===== src/rtl/uart_tx_framer_pkg.sv =====
// rtl/uart_tx_framer_pkg.sv - shared UART framing types: state encoding and parity helper
package uart_tx_framer_pkg;

    localparam int STATE_W = 3;

    // Encoding is shared with the receive-side deframer, so the values are pinned.
    typedef enum logic [STATE_W-1:0] {
        ST_IDLE   = 3'd0,
        ST_START  = 3'd1,
        ST_DATA   = 3'd2,
        ST_PARITY = 3'd3,
        ST_STOP   = 3'd4
    } state_t;

    localparam logic PARITY_MODE_ODD = 1'b1;

    // Parity bit from the XOR-reduction of the word: even parity sends the reduction as-is.
    function automatic logic parity_bit(input logic data_xor, input logic odd_mode);
        return (odd_mode == PARITY_MODE_ODD) ? ~data_xor : data_xor;
    endfunction

endpackage


===== src/rtl/uart_tx_framer_bit_timer.sv =====
// rtl/uart_tx_framer_bit_timer.sv - enable-gated mod-OVERSAMPLE counter marking the end of each bit
module uart_tx_bit_timer #(
    parameter int OVERSAMPLE = 16
) (
    input  logic clock,
    input  logic reset,
    input  logic enable,
    input  logic clear,
    output logic bit_end
);

    localparam int CW = $clog2(OVERSAMPLE);
    localparam logic [CW-1:0] LAST = CW'(OVERSAMPLE - 1);

    logic [CW-1:0] count;

    assign bit_end = enable & (count == LAST);

    // Count oversample ticks; wrap on the last tick of a bit, hold when no tick arrives.
    always_ff @(posedge clock) begin
        if (reset || clear) begin
            count <= '0;
        end else if (enable) begin
            count <= (count == LAST) ? '0 : count + 1'b1;
        end
    end

endmodule


===== src/rtl/uart_tx_framer.sv =====
// rtl/uart_tx_framer.sv - UART transmit framer: start, LSB-first data, optional parity, stop bits
module uart_tx_framer
    import uart_tx_framer_pkg::*;
#(
    parameter int DATA_BITS  = 8,
    parameter int OVERSAMPLE = 16,
    parameter int STOP_BITS  = 1,
    parameter int PARITY_EN  = 0,
    parameter int PARITY_ODD = 0
) (
    input  logic                 clock,
    input  logic                 reset,
    input  logic                 baud_tick,
    input  logic                 tx_valid,
    input  logic [DATA_BITS-1:0] tx_data,
    output logic                 tx_ready,
    output logic                 tx,
    output logic                 tx_busy,
    output logic                 tx_done
);

    localparam int BIT_W = $clog2(DATA_BITS);
    localparam logic [BIT_W-1:0] LAST_BIT  = BIT_W'(DATA_BITS - 1);
    localparam logic             LAST_STOP = 1'(STOP_BITS - 1);

    state_t                state;
    state_t                next_state;
    logic [DATA_BITS-1:0]  shift_q;
    logic [DATA_BITS-1:0]  shift_d;
    logic [BIT_W-1:0]      bit_idx_q;
    logic [BIT_W-1:0]      bit_idx_d;
    logic                  stop_idx_q;
    logic                  stop_idx_d;
    logic                  parity_q;
    logic                  parity_d;
    logic                  tx_d;
    logic                  busy_d;
    logic                  done_d;
    logic                  accept;
    logic                  timer_en;
    logic                  bit_end;

    assign tx_ready = (state == ST_IDLE);
    assign accept   = tx_valid & tx_ready;
    // Ticks seen while idle must not advance the timer, so a new frame starts bit-aligned.
    assign timer_en = baud_tick & (state != ST_IDLE);

    uart_tx_bit_timer #(
        .OVERSAMPLE(OVERSAMPLE)
    ) u_bit_timer (
        .clock  (clock),
        .reset  (reset),
        .enable (timer_en),
        .clear  (accept),
        .bit_end(bit_end)
    );

    // State register; reset aborts any frame in progress.
    always_ff @(posedge clock) begin
        if (reset) begin
            state <= ST_IDLE;
        end else begin
            state <= next_state;
        end
    end

    // Next-state: advance one field of the frame at each bit end.
    always_comb begin
        next_state = state;
        case (state)
            ST_IDLE:   if (accept) next_state = ST_START;
            ST_START:  if (bit_end) next_state = ST_DATA;
            ST_DATA:   if (bit_end && bit_idx_q == LAST_BIT)
                           next_state = (PARITY_EN != 0) ? ST_PARITY : ST_STOP;
            ST_PARITY: if (bit_end) next_state = ST_STOP;
            ST_STOP:   if (bit_end && stop_idx_q == LAST_STOP) next_state = ST_IDLE;
            default:   next_state = ST_IDLE;
        endcase
    end

    // Datapath next values: latch word and parity on accept, shift and count at bit ends.
    always_comb begin
        shift_d    = shift_q;
        bit_idx_d  = bit_idx_q;
        stop_idx_d = stop_idx_q;
        parity_d   = parity_q;
        if (accept) begin
            shift_d    = tx_data;
            bit_idx_d  = '0;
            stop_idx_d = 1'b0;
            parity_d   = parity_bit(^tx_data, PARITY_ODD != 0);
        end else if (bit_end) begin
            if (state == ST_DATA) begin
                shift_d   = shift_q >> 1;
                bit_idx_d = (bit_idx_q == LAST_BIT) ? '0 : bit_idx_q + 1'b1;
            end
            if (state == ST_STOP) begin
                stop_idx_d = stop_idx_q + 1'b1;
            end
        end
    end

    // Output decode from the upcoming state so the registered line changes with the state.
    always_comb begin
        tx_d = 1'b1;
        case (next_state)
            ST_START:  tx_d = 1'b0;
            ST_DATA:   tx_d = shift_d[0];
            ST_PARITY: tx_d = parity_d;
            default:   tx_d = 1'b1;
        endcase
        busy_d = (next_state != ST_IDLE);
        done_d = (state != ST_IDLE) && (next_state == ST_IDLE);
    end

    // Registered outputs and datapath; the line idles high.
    always_ff @(posedge clock) begin
        if (reset) begin
            tx         <= 1'b1;
            tx_busy    <= 1'b0;
            tx_done    <= 1'b0;
            shift_q    <= '0;
            bit_idx_q  <= '0;
            stop_idx_q <= 1'b0;
            parity_q   <= 1'b0;
        end else begin
            tx         <= tx_d;
            tx_busy    <= busy_d;
            tx_done    <= done_d;
            shift_q    <= shift_d;
            bit_idx_q  <= bit_idx_d;
            stop_idx_q <= stop_idx_d;
            parity_q   <= parity_d;
        end
    end

endmodule


===== config.mk =====
export PLATFORM = sky130hd
export DESIGN_NAME = uart_tx_framer
export DESIGN_NICKNAME = d
export VERILOG_FILES = /design/src/rtl/uart_tx_framer_pkg.sv /design/src/rtl/uart_tx_framer_bit_timer.sv /design/src/rtl/uart_tx_framer.sv
export SDC_FILE = /design/constraint.sdc
export NUM_CORES = 1
export LEC_CHECK = 0
export CORE_UTILIZATION = 52
export DETAILED_ROUTE_END_ITERATION = 12
export GPL_ROUTABILITY_DRIVEN = 0
export PLACE_DENSITY = 0.77
export SYNTH_ARGS = -nofsm -noshare
export SYNTH_HDL_FRONTEND = slang
export SYNTH_SLANG_ARGS = --single-unit

===== constraint.sdc =====
create_clock -name clock -period 2.15 [get_ports clock]
set_input_delay 0.215 -clock clock [delete_from_list [all_inputs] [get_ports clock]]
set_output_delay 0.215 -clock clock [all_outputs]
set_load 0.05 [all_outputs]

[After elaboration in Yosys (flattened, before gate mapping)]
Index checks and enable logic that the tools add are counted.
Storage, ports and cells
  register bits after elaboration: 23
  memory bits (read-only): 0
  memories: 0
  logic and storage cells: 54
  RAM bits: 0
  latch bits: 0
Cells by class
  reductions and logical operators: 15
  mux-type cells: 13
  multipliers: 0
  shift operators: 0
  $add $sub $neg: 3
  bitwise operators: 4
  magnitude comparators: 0
  div/mod/pow operators: 0
  equality and inequality tests: 9
Operators with widths (number)
  $mux 8: 3
  $mux 3: 6
  $pmux 3 s5: 1
  $eq 3x2->1 const B: 4
  $reduce_xor 8->1: 1
  $eq 3x1->1 const B: 2
  $eq 3x3->1 const B: 2
  $logic_not 3->1: 2
  $reduce_and 2->1: 3
  $reduce_bool 3->1: 2
  $add 4x1->4 const B: 1
  $eq 4x4->1 const B: 1
  $mux 4: 1
  $reduce_bool 2->1: 2
  $add 3x1->3 const B: 1
  $and 1x1->1: 3
  $logic_and 1x1->1: 3
  $pmux 1 s3: 1
  $reduce_or 2->1: 1
  $add 1x1->1 const B: 1
  $logic_or 1x1->1: 1
  $mux 1: 1
  $not 1->1: 1

[Longest topological paths before layout]
  word-level depth: 8
  gate-level depth with buffers: 7

[Hierarchy]
Synthesis repeated with hierarchy kept, for this count alone.
Second synthesis, totals
  cell total of the unflattened synthesis: 119
  area total of the unflattened synthesis: 1131.1 um2
Modules (own cells, without submodules)
  uart_tx_framer: instances 1, cells an instance 102, seq. area each 380.4 um2, area an instance 957.2 um2
  uart_tx_bit_timer: instances 1, cells an instance 17, seq. area each 80.1 um2, area an instance 173.9 um2

[Worst setup path before layout]
Ideal clock, no wire load.
  path type: flip-flop to flip-flop
  from: register u_bit_timer.count[0]
  to: register tx
  stages on the path, launching flop included: 7
  required time: 2.030 ns
  arrival time: 1.663 ns
  setup slack: 0.367 ns
  buffers on the path: 0
  setup time: 0.120 ns
  cells stage by stage: dfxtp_1 ha_1 nand4_4 or3_4 a21oi_2 o221ai_1 a211o_1
On the way
  word-level cells in the longest chain between the ends: 7
  elaborated cells between the ends (all ways): 15
  classes of those cells: eq/ne: 4; mux: 8; bitwise: 1; reduce/logical: 2
Ends and longest elaborated chain
  start, declared: line uart_tx_framer_bit_timer.sv:15  | logic [CW-1:0] count;
  start signal, assigned: line uart_tx_framer_bit_timer.sv:24  | count <= (count == LAST) ? '0 : count + 1'b1;
  $eq 4x4->1 (*): line uart_tx_framer_bit_timer.sv:17  | assign bit_end = enable & (count == LAST);
  $and 1x1->1 (*): line uart_tx_framer_bit_timer.sv:17
  $logic_and 1x1->1, on equally long branches: line uart_tx_framer.sv:76, uart_tx_framer.sv:73
  $mux 3, on equally long branches: line uart_tx_framer.sv:76, uart_tx_framer.sv:73
  $pmux 3 s5: line uart_tx_framer.sv:70  | case (state)
  $eq 3x2->1 / $eq 3x1->1 (equally long branches): line uart_tx_framer.sv:106  | case (next_state)
  $pmux 1 s3 (*): line uart_tx_framer.sv:106
  end signal, assigned: line uart_tx_framer.sv:127  | tx <= tx_d;
  end, declared: line uart_tx_framer.sv:17  | output logic tx,
Every way passes the cells marked *; elsewhere a longest branch is shown, timed or not. The select of a mux whose other input is x is not followed.
A chain may end at the register's enable or synchronous reset.

[Worst setup path after layout]
Same ends and word-level chain as after synthesis.

==> results_tabular.tex <==
\begin{tabular}{lr}
\hline
Metric & Value \\
\hline
\multicolumn{2}{l}{\textbf{STA}} \\
\quad Final Setup Violations & 0 \\
\quad Period utilisation layout & 85.8\% \\
\quad Slew at the pin closest to its max-slew limit & 488 ps \\
\quad Rel. slew slack & 67.4\% \\
\quad Total negative setup slack & 0 ps \\
\quad Shortest period the worst path allows & 1850 ps \\
\quad Maximum clock frequency & 542 MHz \\
\quad RSZ-0062 raised after global routing & no \\
\quad Fin worst setup slack & 305 ps \\
\quad Skew final & 0.616 ps \\
\quad Hold Fails Final Rpt & 0 \\
\quad Max Transition Viols Final & 0 \\
\multicolumn{2}{l}{\textbf{Clock network}} \\
\quad CTS Buffer Depth & 2 \\
\quad Clock sink count & 23 \\
\quad Clock Latency Late Sink & 300 ps \\
\quad CTS H-tree depth & 1 \\
\quad Clk pin slew, worst setup/hold paths & 120 ps \\
\quad Resize count post-CTS & 0 \\
\quad Root buffer cell & sky130\_fd\_sc\_hd\_\_clkbuf\_4 \\
\quad CTS tree & done \\
\quad Number of setup buffers added after CTS & 0 \\
\quad CTS Hold Bufs & 0 \\
\quad Cts bufs inserted & 3 \\
\multicolumn{2}{l}{\textbf{Finish}} \\
\quad Fraction of final layout cells with drive strength greater than 1 & 10.6\% \\
\quad Antenna diode count & 0 \\
\quad Layout Area Growth over Synthesis & 20.3\% \\
\quad Highest-count cells in the layout ignoring fill and taps & 23 x sky130\_fd\_sc\_hd\_\_dfxtp\_1, 16 x sky130\_fd\_sc\_hd\_\_nor2\_1, 14 x sky130\_fd\_sc\_hd\_\_clkdlybuf4s50\_1 \\
\quad Nets@finish & 157 \\
\quad Fill count & 166 \\
\quad Multi-input combinational cell area & 609 µm² \\
\quad Sequential cell area in the final layout & 460 µm² \\
\quad Most frequent standard cell in the layout excluding fill and tap cells & sky130\_fd\_sc\_hd\_\_dfxtp\_1 \\
\multicolumn{2}{l}{\textbf{Die}} \\
\quad Core Footprint & 1980 µm² \\
\quad Total die area & 2320 µm² \\
\quad Starting density of the core & 56.0\% \\
\quad Std cell rows & 16 \\
\quad Number of top-level design ports & 16 \\
\quad Die X-Extent & 48.2 µm \\
\quad Vertical die dimension & 48.2 µm \\
\multicolumn{2}{l}{\textbf{Global route}} \\
\quad Initial antenna violation count & 0 \\
\quad Via count of the first global-routing pass & 829 \\
\quad Aggregate global-route resource usage & 22.1\% \\
\quad Total grt overflow & 0 \\
\quad Global-route wire length before repair & 3490 µm \\
\quad Maximum number of pins on one net before global-route repair & 16 \\
\multicolumn{2}{l}{\textbf{Flow run}} \\
\quad Max capacitance violation total & 0 \\
\multicolumn{2}{l}{\textbf{Yosys}} \\
\quad Number of synthesis warnings & 0 \\
\quad Netlist Area Pre-Place & 1110 µm² \\
\quad Netlist cell types & 34 \\
\quad Number of synthesized register bits & 23 \\
\quad Share of synthesized area occupied by flip-flops and latches & 41.5\% \\
\quad Net count after synthesis & 137 \\
\quad Post-synthesis average cell area & 9.10 µm² \\
\quad Top cells by area in the synthesized netlist & sky130\_fd\_sc\_hd\_\_dfxtp\_1 41\%, sky130\_fd\_sc\_hd\_\_mux2i\_1 7.2\%, sky130\_fd\_sc\_hd\_\_xnor2\_1 5.5\%, sky130\_fd\_sc\_hd\_\_nor2\_1 5.4\%, sky130\_fd\_sc\_hd\_\_a211oi\_1 4.1\% \\
\quad Post-synthesis instance total & 122 \\
\quad Area leader, netlist & sky130\_fd\_sc\_hd\_\_dfxtp\_1 \\
\quad Fraction of post-synthesis cell area in the top cell type by area & 41.5\% \\
\multicolumn{2}{l}{\textbf{Critical path}} \\
\quad Crit Path Class & register to register \\
\quad Highest fanout seen on the critical path & 4 \\
\quad Type of origin of the critical path & register \\
\quad Endpoint kind of the worst setup timing path & register \\
\quad Required time reported for the critical path endpoint & 2360 ps \\
\quad Endpoint arrival time on the critical path & 2050 ps \\
\multicolumn{2}{l}{\textbf{Route}} \\
\quad Detailed-route DRC error count & 0 \\
\quad Total wire length after detailed routing & 2150 µm \\
\quad Number of vias per cell after detailed routing & 5.48 \\
\quad Drt wl/cell & 12.8 µm \\
\quad First-pass detailed-route iteration total & 4 \\
\quad Antenna-violating nets left & 0 \\
\quad Via total after detailed routing & 920 \\
\quad Iter 0 DRT Violations & 23 \\
\multicolumn{2}{l}{\textbf{Min path}} \\
\quad Hold Path Class & register to register \\
\multicolumn{2}{l}{\textbf{Power}} \\
\quad Static Leakage & 0.563 nW \\
\quad Power density cells & 596 nW/µm² \\
\quad Worst vdd ir & 587 µV \\
\multicolumn{2}{l}{\textbf{Place}} \\
\quad Detailed placement HPWL & 1650 µm \\
\quad \# port buffers & 15 \\
\quad Pre-CTS setup slack & 157 ps \\
\multicolumn{2}{l}{\textbf{Status}} \\
\quad Run status & finished clean \\
\hline
\end{tabular}
==> path summary, 6_finish.rpt <==
path	start	to	slack (ps)	cells after the start
max	u_bit_timer.count[0]	tx	300	6
min	shift_q[7]	shift_q[7]	490	2
max reg2reg	u_bit_timer.count[0]	tx	300	6
min reg2reg	shift_q[7]	shift_q[7]	490	2
==> worst max-delay path, stage by stage (launching register included) <==
cell and delay [ps]:
sky130_fd_sc_hd__dfxtp_1 390, sky130_fd_sc_hd__ha_1 240, sky130_fd_sc_hd__nand4_4 110, sky130_fd_sc_hd__or3_4 390, sky130_fd_sc_hd__a21oi_2 170, sky130_fd_sc_hd__o221ai_1 140, sky130_fd_sc_hd__a211o_1 310
==> per-layer routing <==
layer	track usage (%)	up-vias	routed length, µm
met2	33.9	15	1040
met1	29.0	425	1020
met4	12.2	0	34
met3	4.44	4	55
li1	-	476	-
met5	0	-	0
==> cell type report <==
class	count	share of cell area [%]
clock buffers	3	1.69
clock inverters	1	0.375
inverters	3	0.843
multi-input cells	90	45.6
flip-flops and latches	23	34.5
well taps	27	2.53
repair buffers	21	14.4
==> synth_stat cells, drive strengths merged <==
| cell type | count |
|---|---|
| o221ai | 1 |
| nor3 | 4 |
| nand4 | 2 |
| xor2 | 2 |
| ha | 3 |
| nand2 | 5 |
| nor3b | 2 |
| or3 | 2 |
| a221oi | 1 |
| clkbuf | 3 |
| o21ai | 4 |
| a21oi | 8 |
| a211o | 1 |
| o41ai | 1 |
| a311oi | 1 |
| o211ai | 1 |
| nand2b | 3 |
| nand3 | 6 |
| buf | 3 |
| and4 | 1 |
| mux2i | 8 |
| inv | 3 |
| nor2b | 2 |
| nor2 | 17 |
| xnor2 | 7 |
| dfxtp | 23 |
| a211oi | 6 |
| o31ai | 1 |
| or4b | 1 |
==> logic make-up after synthesis <==
group           synth area share [%]
simple gates                    22.1
compound gates                  15.1
flops                           41.5
xor+xnor                        7.10
buf+inv                         3.61
mux                             7.22
fa+ha+maj                       3.38
==> registers in the layout, indices dropped and copies added, names as in the netlist <==
register	cells
shift_q	8
stop_idx_q	1
parity_q	1
tx	1
tx_done	1
bit_idx_q	3
state	3
u_bit_timer.count	4
tx_busy	1
==> power by group <==
| group | switching, mW | internal, mW | leakage, nW | total (mW) |
|---|---|---|---|---|
| clock network | 0.124 | 0.0694 | 0.0177 | 0.194 |
| registers | 0.0116 | 0.446 | 0.188 | 0.458 |
| logic | 0.0759 | 0.0676 | 0.357 | 0.143 |
| total | 0.212 | 0.583 | 0.563 | 0.795 |
==> metrics by stage <==
stage               total power, mW  util (%)  area, µm²  hold slack (ps)  std cells
global route                  0.834      67.4       1340              508        168
floorplan                     0.557         -       1110              287        122
global placement              0.607      66.0       1310              463        164
finish                        0.795      67.4       1340              487        168
detailed placement            0.611      66.0       1310              469        164
CTS                           0.806      67.4       1340              489        168
Power figures use the tool's default switching activity.
